--- src/rtl/ecc_pkg.sv ---
// Shared types and helpers for the lockstep SECDED checker.
package ecc_pkg;

    // Self-test sequencer states.
    typedef enum logic [1:0] {
        IDLE = 2'd0,
        ARM  = 2'd1,
        DONE = 2'd2
    } st_e;

    // Smallest p with 2^(p-1) >= data_width + p (Hamming bits plus overall parity).
    function automatic int unsigned ecc_parity_width(input int unsigned data_width);
        int unsigned res;
        res = 0;
        for (int unsigned p = 2; p < 32; p++) begin
            if ((res == 0) && ((32'd1 << (p - 1)) >= (data_width + p))) begin
                res = p;
            end
        end
        return res;
    endfunction

endpackage

--- src/rtl/ecc_secded_dec.sv ---
// Combinational SECDED decoder: Hamming check bits at power-of-two codeword
// positions, data in the remaining positions, plus one overall-parity bit (MSB).
module ecc_secded_dec
    import ecc_pkg::*;
#(
    parameter int unsigned DATA_WIDTH   = 109,
    parameter int unsigned PARITY_WIDTH = ecc_parity_width(DATA_WIDTH)
) (
    input  logic [DATA_WIDTH-1:0]   data_in,
    input  logic [PARITY_WIDTH-1:0] parity_in,
    input  logic                    bypass,
    output logic [DATA_WIDTH-1:0]   data_out,
    output logic [DATA_WIDTH-1:0]   mask,
    output logic                    sbit_err,
    output logic                    dbit_err
);

    localparam int unsigned HW = PARITY_WIDTH - 1;

    logic [HW-1:0] syn;
    logic          ovr;

    // Syndrome, overall parity, correction mask and error classification.
    always_comb begin
        int unsigned pos;
        syn      = parity_in[HW-1:0];
        mask     = '0;
        ovr      = ^{data_in, parity_in};
        sbit_err = 1'b0;
        dbit_err = 1'b0;

        pos = 1;
        for (int unsigned i = 0; i < DATA_WIDTH; i++) begin
            if ((pos & (pos - 1)) == '0) pos++;
            if ((pos & (pos - 1)) == '0) pos++;
            if (data_in[i]) syn = syn ^ HW'(pos);
            pos++;
        end

        // Only a single error (odd overall parity) is corrected.
        pos = 1;
        for (int unsigned i = 0; i < DATA_WIDTH; i++) begin
            if ((pos & (pos - 1)) == '0) pos++;
            if ((pos & (pos - 1)) == '0) pos++;
            mask[i] = ovr & (syn == HW'(pos));
            pos++;
        end

        sbit_err = ovr;
        dbit_err = ~ovr & (syn != '0);

        if (bypass) begin
            mask     = '0;
            sbit_err = 1'b0;
            dbit_err = 1'b0;
        end

        data_out = data_in ^ mask;
    end

endmodule

--- config.mk ---
export PLATFORM = sky130hd
export DESIGN_NAME = ecc_secded_dec
export DESIGN_NICKNAME = d
export VERILOG_FILES = /design/src/rtl/ecc_pkg.sv /design/src/rtl/ecc_secded_dec.sv
export SDC_FILE = /design/constraint.sdc
export NUM_CORES = 1
export LEC_CHECK = 0
export ABC_CLOCK_PERIOD_IN_PS = 4800
export BUFFER_PORTS_ARGS = -buffer_cell sky130_fd_sc_hd__clkbuf_2
export CAP_MARGIN = 10
export CORE_AREA = 2 2 132 134
export DETAILED_ROUTE_END_ITERATION = 7
export DIE_AREA = 0 0 134 136
export PLACE_DENSITY_LB_ADDON = 0.1
export SLEW_MARGIN = 20
export SYNTH_ARGS = -nofsm -noshare
export SYNTH_HDL_FRONTEND = slang
export SYNTH_SLANG_ARGS = --single-unit
--- constraint.sdc ---
create_clock -name vclk -period 4.8
set_input_delay 0.96 -clock vclk [all_inputs]
set_output_delay 0.96 -clock vclk [all_outputs]
set_load 0.02 [all_outputs]
* Word-level counts from Yosys, hierarchy flattened
Cells that the tools add are included. W data, S select, Z words.
Word-level totals: word-level logic and storage cells 444, input port bits 118, output and inout bits 220, flip-flop bits (word level) 0
Operators by class: equality and inequality tests 109, muxes and demuxes 112, bitwise gates (word level) 221, reductions and logical operators 2
Operator list (number):
- $eq A7 B7 Y1 const B | 52
- $mux W7 | 52
- $eq A7 B6 Y1 const B | 31
- $mux W6 | 31
- $not A4 Y4 | 34
- $reduce_xor A117 Y1 | 1
- $and A1 B1 Y1 | 110
- $mux W109 | 1
- $xor A109 B109 Y109 | 1
- $eq A7 B5 Y1 const B | 15
- $not A3 Y3 | 35
- $not A5 Y5 | 16
- $mux W5 | 15
- $eq A7 B4 Y1 const B | 7
- $not A2 Y2 | 21
- $mux W4 | 7
- $eq A7 B3 Y1 const B | 3
- $not A6 Y6 | 3
- $mux W3 | 3
- $eq A7 B2 Y1 const B | 1
- $reduce_bool A7 Y1 | 1
- $mux W1 | 2
- $mux W2 | 1
- $not A1 Y1 | 1

* Logic depth before layout (Yosys ltp)
Gate-level depths: netlist of the first run.
depth after elaboration 222, mapped depth 10, depth with buffers taken out 9

* Worst setup path after synthesis of the first run
OpenSTA, ideal clock, no wires.
kind input to output, from input data_in[61], to output data_out[5], slack -0.201 ns, data required time 3.840 ns, arrival time 4.041 ns, buffers on the path 1, stages 10, cells stage by stage xor3_1 -> xnor3_1 -> xnor3_1 -> xnor3_1 -> xor3_2 -> nor3_4 -> o21ai_1 -> buf_2 -> nor2_1 -> xor2_1
Between the ends: longest elaborated chain between the ends 99, elaborated cells between the ends (all ways) 100, classes of those cells eq/ne: 1; mux: 49; bitwise: 49; reduce/logical: 1
RTL lines:
- from (decl) | RTL line ecc_secded_dec.sv:9 | input logic [DATA_WIDTH-1:0] data_in,
- $mux W7 | RTL line ecc_secded_dec.sv:36 | if (data_in[i]) syn = syn ^ HW'(pos);
- $not A3 Y3 (no line)
- $mux W7 | RTL line ecc_secded_dec.sv:36
- $not A4 Y4 (no line)
- $mux W7 | RTL line ecc_secded_dec.sv:36
- $not A2 Y2 (no line)
- $mux W7 | RTL line ecc_secded_dec.sv:36
- $not A3 Y3 (no line)
- (+84 left out)
- $mux W7 | RTL line ecc_secded_dec.sv:36
- $not A4 Y4 (no line)
- $mux W7 | RTL line ecc_secded_dec.sv:36
- $eq A7 B4 Y1 | RTL line ecc_secded_dec.sv:45 | mask[i] = ovr & (syn == HW'(pos));
- $and A1 B1 Y1 * | RTL line ecc_secded_dec.sv:45
- $mux W109 * | RTL line ecc_secded_dec.sv:52 | if (bypass) begin
- named net mask[5] | RTL line ecc_secded_dec.sv:13 | output logic [DATA_WIDTH-1:0] mask,
- $xor A109 B109 Y109 * | RTL line ecc_secded_dec.sv:58 | data_out = data_in ^ mask;
- to (decl) | RTL line ecc_secded_dec.sv:12 | output logic [DATA_WIDTH-1:0] data_out,
The timed path passes the listed nets; every way through them passes the cells marked *.

* Worst setup path after layout of the first run
from input data_in[15], to output data_out[84]
Between the ends: longest elaborated chain between the ends 145, elaborated cells between the ends (all ways) 182, classes of those cells eq/ne: 1; mux: 95; bitwise: 85; reduce/logical: 1
RTL lines (RTL line):
- $mux W5 | ecc_secded_dec.sv:36
- $mux W5 / $not A3 Y3 (equally long branches)
- $not A4 Y4 (no line) / $mux W5 (equally long branches)
- $mux W5 / $not A4 Y4 (equally long branches)
- $mux W5 | ecc_secded_dec.sv:36
- $not A3 Y3 (no line) (tied with other cells)
- $mux W5 | ecc_secded_dec.sv:36
- $mux W5 / $not A3 Y3 (equally long branches)
- (+129 left out)
- $mux W7 / $not A5 Y5 (equally long branches)
- $not A5 Y5 (no line) / $mux W7 (equally long branches)
- $mux W7 / $not A4 Y4 (equally long branches)
- $mux W7 | ecc_secded_dec.sv:36
- $eq A7 B7 Y1 | ecc_secded_dec.sv:45
- $and A1 B1 Y1 * | ecc_secded_dec.sv:45
- $mux W109 * | ecc_secded_dec.sv:52
- $xor A109 B109 Y109 * | ecc_secded_dec.sv:58
Every way passes the cells marked *; elsewhere a longest branch is shown, timed or not.

==> reports/results.tsv, run 1 <==
stage	metric	value	unit
logic_synthesis	Avg Cell Area, Syn	8.332	sq um
timing	Worst Setup Slack, final	-0.05330	ns
worst_setup_path	CP max FO	8	
cells_and_area	Antenna Cells	0	
timing	final hold violations	0	
timing	Final setup viols	8	
global_routing	GRT Total Usage	24.58	%
global_routing	met3 Use GR	1.864	%
global_routing	M1 GR Usage	31.85	%
route	final antenna-violating net count	0	
pwr	power per cell area	698.6	nW/um^2
global_routing	GR peak layer	met2	
global_routing	initial antenna violation count	0	
pwr	Comb pwr share	100.0	%
floorplan	Core Rows	48	
pwr	Clock power frac	0	%
placement	Placement Cell Area	8452	sq um
pwr	VDD IR max	695.3	uV
worst_setup_path	Critical Path Sink Type	output port	
placement	Port Buffers	338	
logic_synthesis	Mapped Cells	481	
cells_and_area	Finished Cell Area	10720	sq um
floorplan	Initial Util	23.75	%
floorplan	core area	16880	sq um
placement	DPL Wire Length	20390	um
status	failing checks	setup timing	
logic_synthesis	Yosys cell types	22	
global_routing	met2 Use GR	45.44	%
worst_setup_path	worst path required time	3.84	ns
route	DRC errors left	0	
cells_and_area	Reg area	0	sq um
global_routing	vias in the first global route	5852	
logic_synthesis	Net Count, Synth	599	
cells_and_area	share of layout cells above drive strength 1	81.27	%
floorplan	DIE AREA	18220	sq um
timing	Final period util	101.1	%
status	outcome	finished, violations left	
job	Max-Cap Viols	0	
route	DRT Wirelength	24690	um
route	Initial DRC Count	222	
floorplan	Die Ht	136	um
cells_and_area	Core Util, Final	63.50	%
pwr	Leakage	5.058	nW
placement	last weighted congestion value of the routability-driven placer	0.8556	
floorplan	io pins	338	
route	Vias	5654	
cells_and_area	clock buf count	0	
route	First-pass DRT Iterations	4	
global_routing	largest net degree at the start of global routing	17	
logic_synthesis	Mapped Area	4008	sq um
worst_setup_path	crit start category	primary input	
route	wire per inst	19.02	um
pwr	switching share of total power	57.02	%
cells_and_area	Area Growth Syn to Fin	167.4	%
global_routing	first-pass GRT wire length	33870	um
pwr	sw power	4.269	mW
global_routing	total global routing overflow	0	
timing	max_slew headroom	65.39	%
cells_and_area	Multi-input gate area	5831	sq um
floorplan	Die W	134	um
logic_synthesis	Synth warnings	0	
timing	fin. max-slew vios	0	
timing	RSZ-0062 raised after global routing	true	
pwr	Cell Int Power	3.218	mW
pwr	Flop pwr share	0	%
pwr	Tot Pwr	7.486	mW
cells_and_area	nets	1193	
route	Via-to-Cell Ratio	4.356	
min_path	HP Class	primary input to output port	
worst_setup_path	arrival time worst endpoint	3.89	ns
worst_setup_path	critical path class	primary input to output port	
cells_and_area	Seq cells	0	
timing	actual slew at the worst max-slew pin	0.5154	ns
cts	hold buffers post-CTS	0	
logic_synthesis	Seq/Total Area, Yosys	0	%
timing	highest clock rate	206.0	MHz
timing	post-route minimum period	4.853	ns
cells_and_area	fillcell total	1435	
## area by class of cell
type                            instances  share of cell area, %
Multi-Input combinational cell        472                  54.41
Timing Repair Buffer                  599                  42.90
Inverter                                2                0.07005
Tap cell                              225                  2.627
## worst max-delay path, stage by stage
cell and delay [ns]:
buf_8 0.11, xnor2_4 0.17, xnor3_2 0.49, xnor2_2 0.16, xnor3_1 0.35, xor3_2 0.49, and3_4 0.23, o21ai_4 0.28
clkbuf_16 0.26, nor2_4 0.06, xor2_2 0.18, buf_6 0.15
## per-stage QoR
step / hold slack [ns] / TNS (ns) / setup slack (ns) / std cells
2_1_floorplan: 1.998 / -5.961 / -0.1282 / 481
3_3_place_gp: 2.238 / -49.84 / -0.3739 / 1280
3_5_place_dp: 2.231 / -62.56 / -0.4139 / 1280
4_1_cts: 2.241 / -0.7640 / -0.06018 / 1286
5_1_grt: 2.237 / -6.013 / -0.1276 / 1298
6_report: 2.229 / -0.2320 / -0.05330 / 1298
## cell usage in the layout, fill, tap and decap left out, types with 6 or more instances in the layout
master	count
xnor2_1	110
buf_4	274
xnor3_1	19
xnor2_2	30
xor2_1	60
nor3_2	7
xnor3_2	9
buf_2	6
nor2_4	92
buf_12	8
clkbuf_2	197
xnor2_4	8
o21ai_2	16
nor2_2	17
xor2_2	73
buf_6	97
o21ai_4	6
## per-layer routing
layer | vias to the layer above | part of all wire [%]
met5 | - | 0
met4 | 0 | 1.9
met3 | 34 | 5.3
met2 | 229 | 53
met1 | 2738 | 40
li1 | 2653 | -
## kinds of logic (layout without fill, tap and decap cells)
| family | Yosys count | in the layout | share of synthesized area (%) |
|---|---|---|---|
| buf+inv | 9 | 601 | 1.561 |
| simple gates | 132 | 132 | 15.05 |
| xor+xnor | 316 | 316 | 79.83 |
| compound gates | 24 | 24 | 3.559 |
## synth_stat cells
library cell	n	share of area (%)
xnor3_1	28	16
o21ai_1	16	2.0
inv_1	2	0.19
nor3_1	10	1.2
and3b_1	1	0.22
nor2_1	98	9.2
xor2_1	137	30
o21ai_2	6	1.3
nor2b_1	3	0.47
nor2_2	12	1.9
xor3_2	1	0.62
nor3_4	2	0.81
nor4_1	1	0.16
and2_1	1	0.16
xor3_1	2	1.2
xnor2_1	148	32
o21ai_0	2	0.25
buf_6	2	0.56
nor3b_2	2	0.62
buf_2	2	0.25
and3_1	2	0.31
buf_4	3	0.56
## path summary, 6_finish.rpt
path               startpoint      endpoint  slack, ns  depth (start not counted)
setup / recovery  data_in[15]  data_out[84]      -0.05                         12
hold / removal    data_in[14]  data_out[14]       2.23                          3
## power by group through the flow
stage	logic, mW	registers, mW	clock network, mW
finish	7.49	0	0
CTS	6.12	0	0
global placement	5.26	0	0
floorplan	2.70	0	0
detailed placement	5.23	0	0
global route	7.79	0	0
## timing repair
| action | 4_1_cts | 5_1_grt |
|---|---|---|
| gates cloned | 1 | 4 |
| buffers inserted | 5 | 8 |
| endpoints found under the setup margin | 219 | 217 |
| gates resized for setup | 187 | 446 |
| pin swaps | 26 | 40 |
(Power assumes the default switching activity.)
==> inputs of run 2 (changes only) <==
--- a/config.mk
+++ b/config.mk
@@ -6,5 +6,4 @@
 export NUM_CORES = 1
 export LEC_CHECK = 0
-export ABC_CLOCK_PERIOD_IN_PS = 4800
 export BUFFER_PORTS_ARGS = -buffer_cell sky130_fd_sc_hd__clkbuf_2
 export CAP_MARGIN = 10
@@ -13,4 +12,5 @@
 export DIE_AREA = 0 0 134 136
 export PLACE_DENSITY_LB_ADDON = 0.1
+export REMOVE_ABC_BUFFERS = 1
 export SLEW_MARGIN = 20
 export SYNTH_ARGS = -nofsm -noshare
==> constraint.sdc (replaced) <==
create_clock -name vclk -period 4.8
set_input_delay 0.96 -clock vclk [all_inputs]
set_output_delay 0.96 -clock vclk [all_outputs]
set_load 0.05 [all_outputs]
==> run 2 against run 1 <==
  * The run still ends with setup timing left
  * Critical path depth rose by 2
  * Via count increased by 10%
  * Hold slack better by 0.011 ns
  * Sequential share of layout area unchanged
  * Sequential cell count unchanged
  * Clock-buffer cell count is the same
  * Power is 31% higher
  * Wire length up 23%
  * Setup slack worse by 0.22 ns
  * Cell area rose by 25%
  * Critical endpoint is now data_out[95]
  * Largest cell class is now non-clock buffers
==> reports/results.tsv, run 2 (synthesized netlist as in run 1, its figures left out) <==
stage	metric	value	unit	change
status	outcome	finished, violations left		unchanged
status	failing checks	setup timing		unchanged
floorplan	DIE AREA	18220	sq um	unchanged
placement	Placement Cell Area	8874	sq um	was 8452 sq um
worst_setup_path	slowest cell on the critical path	xnor3_2		unchanged
route	Via-to-Cell Ratio	4.623		was 4.356
pwr	Flop pwr share	0	%	about the same
placement	dpl ws	-0.6548	ns	was -0.4139 ns
job	Max-Cap Viols	0		unchanged
pwr	Clock power frac	0	%	about the same
timing	Final setup viols	201		was 8
timing	max_slew headroom	69.18	%	was 65.39%
timing	RSZ-0062 raised after global routing	true		unchanged
cells_and_area	Multi-input gate area	6011	sq um	was 5831 sq um
cells_and_area	Finished Cell Area	13440	sq um	was 10720 sq um
route	DRC errors left	0		unchanged
cells_and_area	final std cells w/o fill	1348		was 1298
pwr	Cell Int Power	4.248	mW	was 3.218 mW
worst_setup_path	critical path class	primary input to output port		unchanged
placement	DPL Wire Length	20280	um	was 20390 um
timing	highest clock rate	197.2	MHz	was 206.0 MHz
worst_setup_path	worst path required time	3.84	ns	about the same
cells_and_area	Seq cells	0		unchanged
cells_and_area	Antenna Cells	0		unchanged
min_path	Hold Crit Depth	3		unchanged
min_path	HP Class	primary input to output port		unchanged
worst_setup_path	Critical Path Max Stage Delay	0.54	ns	was 0.49 ns
timing	Final period util	105.7	%	was 101.1%
worst_setup_path	CP Capture Point	data_out[95]		was data_out[84]
pwr	Tot Pwr	9.777	mW	was 7.486 mW
floorplan	io pins	338		unchanged
global_routing	initial antenna violation count	0		unchanged
cells_and_area	share of layout cells above drive strength 1	82.81	%	was 81.27%
worst_setup_path	Critical Path Sink Type	output port		unchanged
worst_setup_path	arrival time worst endpoint	4.11	ns	was 3.89 ns
cells_and_area	Core Util, Final	79.66	%	was 63.50%
timing	final hold violations	0		unchanged
cells_and_area	fillcell total	895		was 1435
timing	Total Neg Setup Slack	-20.47	ns	was -0.2320 ns
pwr	Comb pwr share	100.0	%	about the same
floorplan	Die W	134	um	unchanged
route	final antenna-violating net count	0		unchanged
pwr	sw power	5.530	mW	was 4.269 mW
placement	last weighted congestion value of the routability-driven placer	0.8614		was 0.8556
timing	Worst Hold Slack	2.241	ns	was 2.229 ns
timing	fin. max-slew vios	0		unchanged
route	DRT Wirelength	30340	um	was 24690 um
worst_setup_path	crit start category	primary input		unchanged
cells_and_area	most frequent cells in the layout	205 x buf_4, 129 x buf_6, 106 x xnor2_1, 106 x nor2_4, 105 x clkbuf_2		was 274 x buf_4, 197 x clkbuf_2, 110 x xnor2_1
timing	actual slew at the worst max-slew pin	0.4589	ns	was 0.5154 ns
pwr	switching share of total power	56.56	%	was 57.02%
pwr	power per cell area	727.2	nW/um^2	was 698.6 nW/um^2
global_routing	first-pass GRT wire length	37410	um	was 33870 um
worst_setup_path	CP startpoint	data_in[63]		was data_in[15]
floorplan	Die Ht	136	um	unchanged
route	wire per inst	22.50	um	was 19.02 um
pwr	Leakage	6.048	nW	was 5.058 nW
global_routing	vias in the first global route	6459		was 5852
cells_and_area	Area Growth Syn to Fin	235.5	%	was 167.4%
cts	hold buffers post-CTS	0		unchanged
route	First-pass DRT Iterations	4		unchanged
floorplan	core area	16880	sq um	unchanged
timing	Worst Setup Slack, final	-0.2721	ns	was -0.05330 ns
cells_and_area	commonest non-fill, non-tap cell in the layout	buf_4		unchanged
cells_and_area	nets	1243		was 1193
global_routing	GRT Total Usage	27.00	%	was 24.58%
timing	post-route minimum period	5.072	ns	was 4.853 ns
cells_and_area	clock buf count	0		unchanged
global_routing	largest net degree at the start of global routing	17		unchanged
route	Vias	6232		was 5654
placement	placed cell count	1297		was 1280
worst_setup_path	CP max FO	4		was 8
worst_setup_path	crit-path cells	buf_6 > xor3_1 > xnor3_1 > buf_4 > xor2_1 > xnor2_1 > xnor3_2 > nor2b_4 > o21ai_2 > buf_6 > buf_12 > nor2_4 > xor2_1 > buf_4		was buf_8 > xnor2_4 > xnor3_2 > xnor2_2 > xnor3_1 > xor3_2 > and3_4 > o21ai_4 > clkbuf_16 > nor2_4 > xor2_2 > buf_6
route	Initial DRC Count	319		was 222
cells_and_area	Reg area	0	sq um	unchanged
floorplan	Core Rows	48		unchanged
placement	Port Buffers	338		unchanged
global_routing	total global routing overflow	0		unchanged
floorplan	Initial Util	23.75	%	unchanged
pwr	VDD IR max	1094	uV	was 695.3 uV
-- run 2: power by group through the flow --
| stage | combinational (mW) | clock (mW) | sequential (mW) |
|---|---|---|---|
| global route | 10.0 | 0 | 0 |
| CTS | 7.75 | 0 | 0 |
| detailed placement | 5.77 | 0 | 0 |
| floorplan | 3.06 | 0 | 0 |
| global placement | 5.74 | 0 | 0 |
| finish | 9.78 | 0 | 0 |
-- run 2: worst max-delay path, delay by kind of cell --
family                    cells  cell delay (ns)
buffers and inverters         5             0.78
AOI/OAI and AO/OA             1             0.12
xor gates and xnor gates      6             1.89
and+or+nand+nor               2             0.34
-- run 2: repair_timing --
action	CTS	global route
cloned	3	2
gates resized for setup	484	571
buffers inserted	23	39
endpoints found under the setup margin	219	220
pin swaps	104	111
-- run 2: how the worst min path moves through the flow --
stage                       startpoint             to  slack [ns]
after floorplan                 bypass       sbit_err        2.09
after global placement     data_in[22]   data_out[22]        2.28
after detailed placement   data_in[88]   data_out[88]        2.28
after CTS                  data_in[88]   data_out[88]        2.28
after global routing      data_in[106]  data_out[106]        2.26
final                     data_in[106]  data_out[106]        2.24
-- run 2: layout make-up --
cell class	count	area share [%]
Tap cell	225	2.094
Timing Repair Buffer	649	53.14
Inverter	2	0.05584
Multi-Input combinational cell	472	44.71
-- run 2: layer usage --
layer	vias to the layer above	global-route usage (%)	wire [um]	share of wire [%]
li1	2754	-	-	-
met4	0	8.570	1500	4.9
met5	-	0	0	0
met1	3065	32.27	10750	35
met3	100	2.946	1714	5.7
met2	313	50.43	16370	54
==> inputs of run 3 (changes only) <==
- ABC_AREA: unset -> 1
- BUFFER_PORTS_ARGS: -buffer_cell sky130_fd_sc_hd__clkbuf_2 -> unset
- DONT_BUFFER_PORTS: unset -> 1
==> run 3 against run 2 <==
  * The flow now finishes without violations
  * Largest cell class is now multi-input combinational cells
  * Setup slack better by 0.49 ns
  * Global-route usage up 8.1 points
  * Synthesized area increased by 110%
  * Power fell by 76%
  * Synthesized cell count grew to 4.1 times the previous value
  * Critical path type unchanged
  * Combinational power fell by 76%
==> reports/results.tsv, run 3 <==
stage	metric	value	unit	change
status	outcome	finished clean		was finished, violations left
logic_synthesis	Seq/Total Area, Yosys	0	%	unchanged
placement	dpl ws	0.2060	ns	was -0.6548 ns
logic_synthesis	Synth top area share	49.40	%	was 32.34%
placement	placed cell count	2267		was 1297
global_routing	largest net degree at the start of global routing	33		was 17
logic_synthesis	mux cell area share after synthesis	0	%	unchanged
global_routing	GRT Total Usage	35.08	%	was 27.00%
cells_and_area	clock buf count	0		unchanged
pwr	Leakage	7.535	nW	was 6.048 nW
route	First-pass DRT Iterations	6		was 4
timing	post-route minimum period	4.580	ns	was 5.072 ns
worst_setup_path	Critical Path Sink Type	output port		unchanged
logic_synthesis	top post-synthesis cells by area	nand2_1 49%, inv_1 15%, nand3_1 12%, xor2_1 4.7%, xnor2_1 3.4%		was xnor2_1 32%, xor2_1 30%, xnor3_1 16%, nor2_1 9.2%, o21ai_1 2.0%
floorplan	DIE AREA	18220	sq um	unchanged
timing	RSZ-0062 raised after global routing	false		was true
timing	actual slew at the worst max-slew pin	0.5174	ns	was 0.4589 ns
global_routing	vias in the first global route	9777		was 6459
logic_synthesis	Synth warnings	0		unchanged
route	Via-to-Cell Ratio	5.136		was 4.623
cells_and_area	nets	2167		was 1243
worst_setup_path	arrival time worst endpoint	3.62	ns	was 4.11 ns
route	DRC errors left	0		unchanged
min_path	hold path startpoint	data_in[93]		was data_in[106]
timing	Total Neg Setup Slack	0	ns	was -20.47 ns
route	Initial DRC Count	1016		was 319
pwr	power per cell area	219.8	nW/um^2	was 727.2 nW/um^2
logic_synthesis	largest area contributor in the netlist	nand2_1		was xnor2_1
worst_setup_path	CP startpoint	data_in[24]		was data_in[63]
worst_setup_path	critical path class	primary input to output port		unchanged
cells_and_area	most frequent cells in the layout	1131 x nand2_1, 351 x inv_1, 213 x nand3_1		was 205 x buf_4, 129 x buf_6, 106 x xnor2_1, 106 x nor2_4, 105 x clkbuf_2
worst_setup_path	crit start category	primary input		unchanged
floorplan	Die W	134	um	unchanged
logic_synthesis	Synth top cells by count	1132 x nand2_1, 351 x inv_1, 213 x nand3_1		was 148 x xnor2_1, 137 x xor2_1, 98 x nor2_1
timing	Final setup viols	0		was 201
placement	Port Buffers	0		was 338
cells_and_area	final std cells w/o fill	2272		was 1348
floorplan	io pins	338		unchanged
cells_and_area	Seq cells	0		unchanged
route	wire per inst	14.96	um	was 22.50 um
floorplan	core area	16880	sq um	unchanged
pwr	Tot Pwr	2.304	mW	was 9.777 mW
global_routing	first-pass GRT wire length	50730	um	was 37410 um
worst_setup_path	crit-path cells	inv_1 > nand2_1 > nand2_1 > nand2_1 > nand2_1 > nand2_1 > nand2_1 > inv_1 > nand2_1 > nand2_1 > nand2_1 > nand2_1 > nand2_1 > nand2_1 > inv_2 > nand3_4 > nand2_4 > nand2_4 > nor2_4 > nand2_1 > nand2_1 > nand2_1 > inv_1 > buf_12		was buf_6 > xor3_1 > xnor3_1 > buf_4 > xor2_1 > xnor2_1 > xnor3_2 > nor2b_4 > o21ai_2 > buf_6 > buf_12 > nor2_4 > xor2_1 > buf_4
logic_synthesis	post-synthesis simple-gate area fraction	70.26	%	was 15.05%
cells_and_area	Antenna Cells	0		unchanged
placement	last weighted congestion value of the routability-driven placer	1.017		was 0.8614
logic_synthesis	Mapped Area	8601	sq um	was 4008 sq um
placement	DPL Wire Length	28800	um	was 20280 um
cells_and_area	share of layout cells above drive strength 1	11.24	%	was 82.81%
cells_and_area	commonest non-fill, non-tap cell in the layout	nand2_1		was buf_4
job	Max-Cap Viols	0		unchanged
logic_synthesis	largest family of logic cells by synthesized area	simple AND/OR/NAND/NOR gates		was XOR/XNOR gates
worst_setup_path	slowest cell on the critical path	nor2_4		was xnor3_2
pwr	VDD IR max	195.5	uV	was 1094 uV
cells_and_area	Area Growth Syn to Fin	21.84	%	was 235.5%
timing	highest clock rate	218.3	MHz	was 197.2 MHz
route	DRT Wirelength	33990	um	was 30340 um
floorplan	Initial Util	50.96	%	was 23.75%
logic_synthesis	Synth Area in Compound Gates	0.2037	%	was 3.559%
logic_synthesis	Avg Cell Area, Syn	4.393	sq um	was 8.332 sq um
worst_setup_path	Critical Path Max Stage Delay	0.42	ns	was 0.54 ns
logic_synthesis	count leader, synth	nand2_1		was xnor2_1
cells_and_area	fillcell total	1769		was 895
timing	final hold violations	0		unchanged
floorplan	Die Ht	136	um	unchanged
logic_synthesis	Mapped Cells	1958		was 481
worst_setup_path	most frequent CP cell	nand2_1		
global_routing	initial antenna violation count	0		unchanged
worst_setup_path	worst path required time	3.84	ns	about the same
floorplan	Core Rows	48		unchanged
route	final antenna-violating net count	0		unchanged
min_path	HP Class	primary input to output port		unchanged
logic_synthesis	Yosys cell types	24		was 22
logic_synthesis	Post-Synth Adder-Cell Area	0	%	unchanged
timing	Final period util	95.41	%	was 105.7%
timing	max_slew headroom	65.43	%	was 69.18%
cells_and_area	Reg area	0	sq um	unchanged
timing	fin. max-slew vios	0		unchanged
worst_setup_path	CP max FO	14		was 4
global_routing	total global routing overflow	0		unchanged
timing	Worst Setup Slack, final	0.2202	ns	was -0.2721 ns
route	Vias	11670		was 6232
logic_synthesis	xor/xnor share of the synthesized area	8.801	%	was 79.83%
[run 3: changes by cell type after synthesis, moves of 24 or more]
cell	before	now
nand2_1	0	1132
xnor3_1	28	0
buf_4	3	27
nor2_1	98	26
nand3_1	0	213
xnor2_1	148	33
inv_1	2	351
xor2_1	137	46
inv_2	0	28
[run 3: cell families after synthesis]
logic type / count (synthesis)
xor+xnor: 83
compound gates: 3
buf+inv: 430
simple gates: 1442
[run 3: path summary, 6_finish.rpt]
path / to / cells after the start
worst min-delay path: data_out[93] / 3
worst max-delay path: data_out[9] / 24
[run 3: power by group]
| part | switching, mW | internal [mW] |
|---|---|---|
| Sequential | 0 | 0 |
| Combinational | 1.62 | 0.681 |
| Clock | 0 | 0 |
| Total | 1.62 | 0.681 |
[run 3: area by class of cell]
cell class	instances	area (sq um)	share of cell area, %
multi-input combinational	1528	6823	65.11
inverter	379	1423	13.58
timing repair buffer	140	1952	18.63
tap	225	281.5	2.687
[run 3: per-stage QoR]
step	utilization (%)	hold slack [ns]	area [sq um]
final	62.09	2.183	10480
after detailed placement	61.71	2.183	10410
after global placement	61.71	2.180	10410
after global routing	62.09	2.197	10480
after floorplan	-	2.221	8240
after CTS	61.71	2.184	10410
[run 3: repair_timing]
action                                  4_1_cts  5_1_grt
endpoints found under the setup margin        0        9
hold buffers                                  0        0
resized for setup                             0        1
setup buffers                                 0        5
[run 3: critical path, delay by kind of cell]
kind                   cells  cell delay (ns)
AND/OR/NAND/NOR           19             2.19
buffers and inverters      5             0.46
[run 3: per-layer routing]
metal	up-vias	share of wire (%)	track usage [%]	wire length (um)
li1	5903	-	-	-
met1	5165	41	45.26	14030
met2	527	46	61.03	15610
met3	73	9.5	4.586	3233
met4	0	3.3	10.11	1114
met5	-	0	0	0
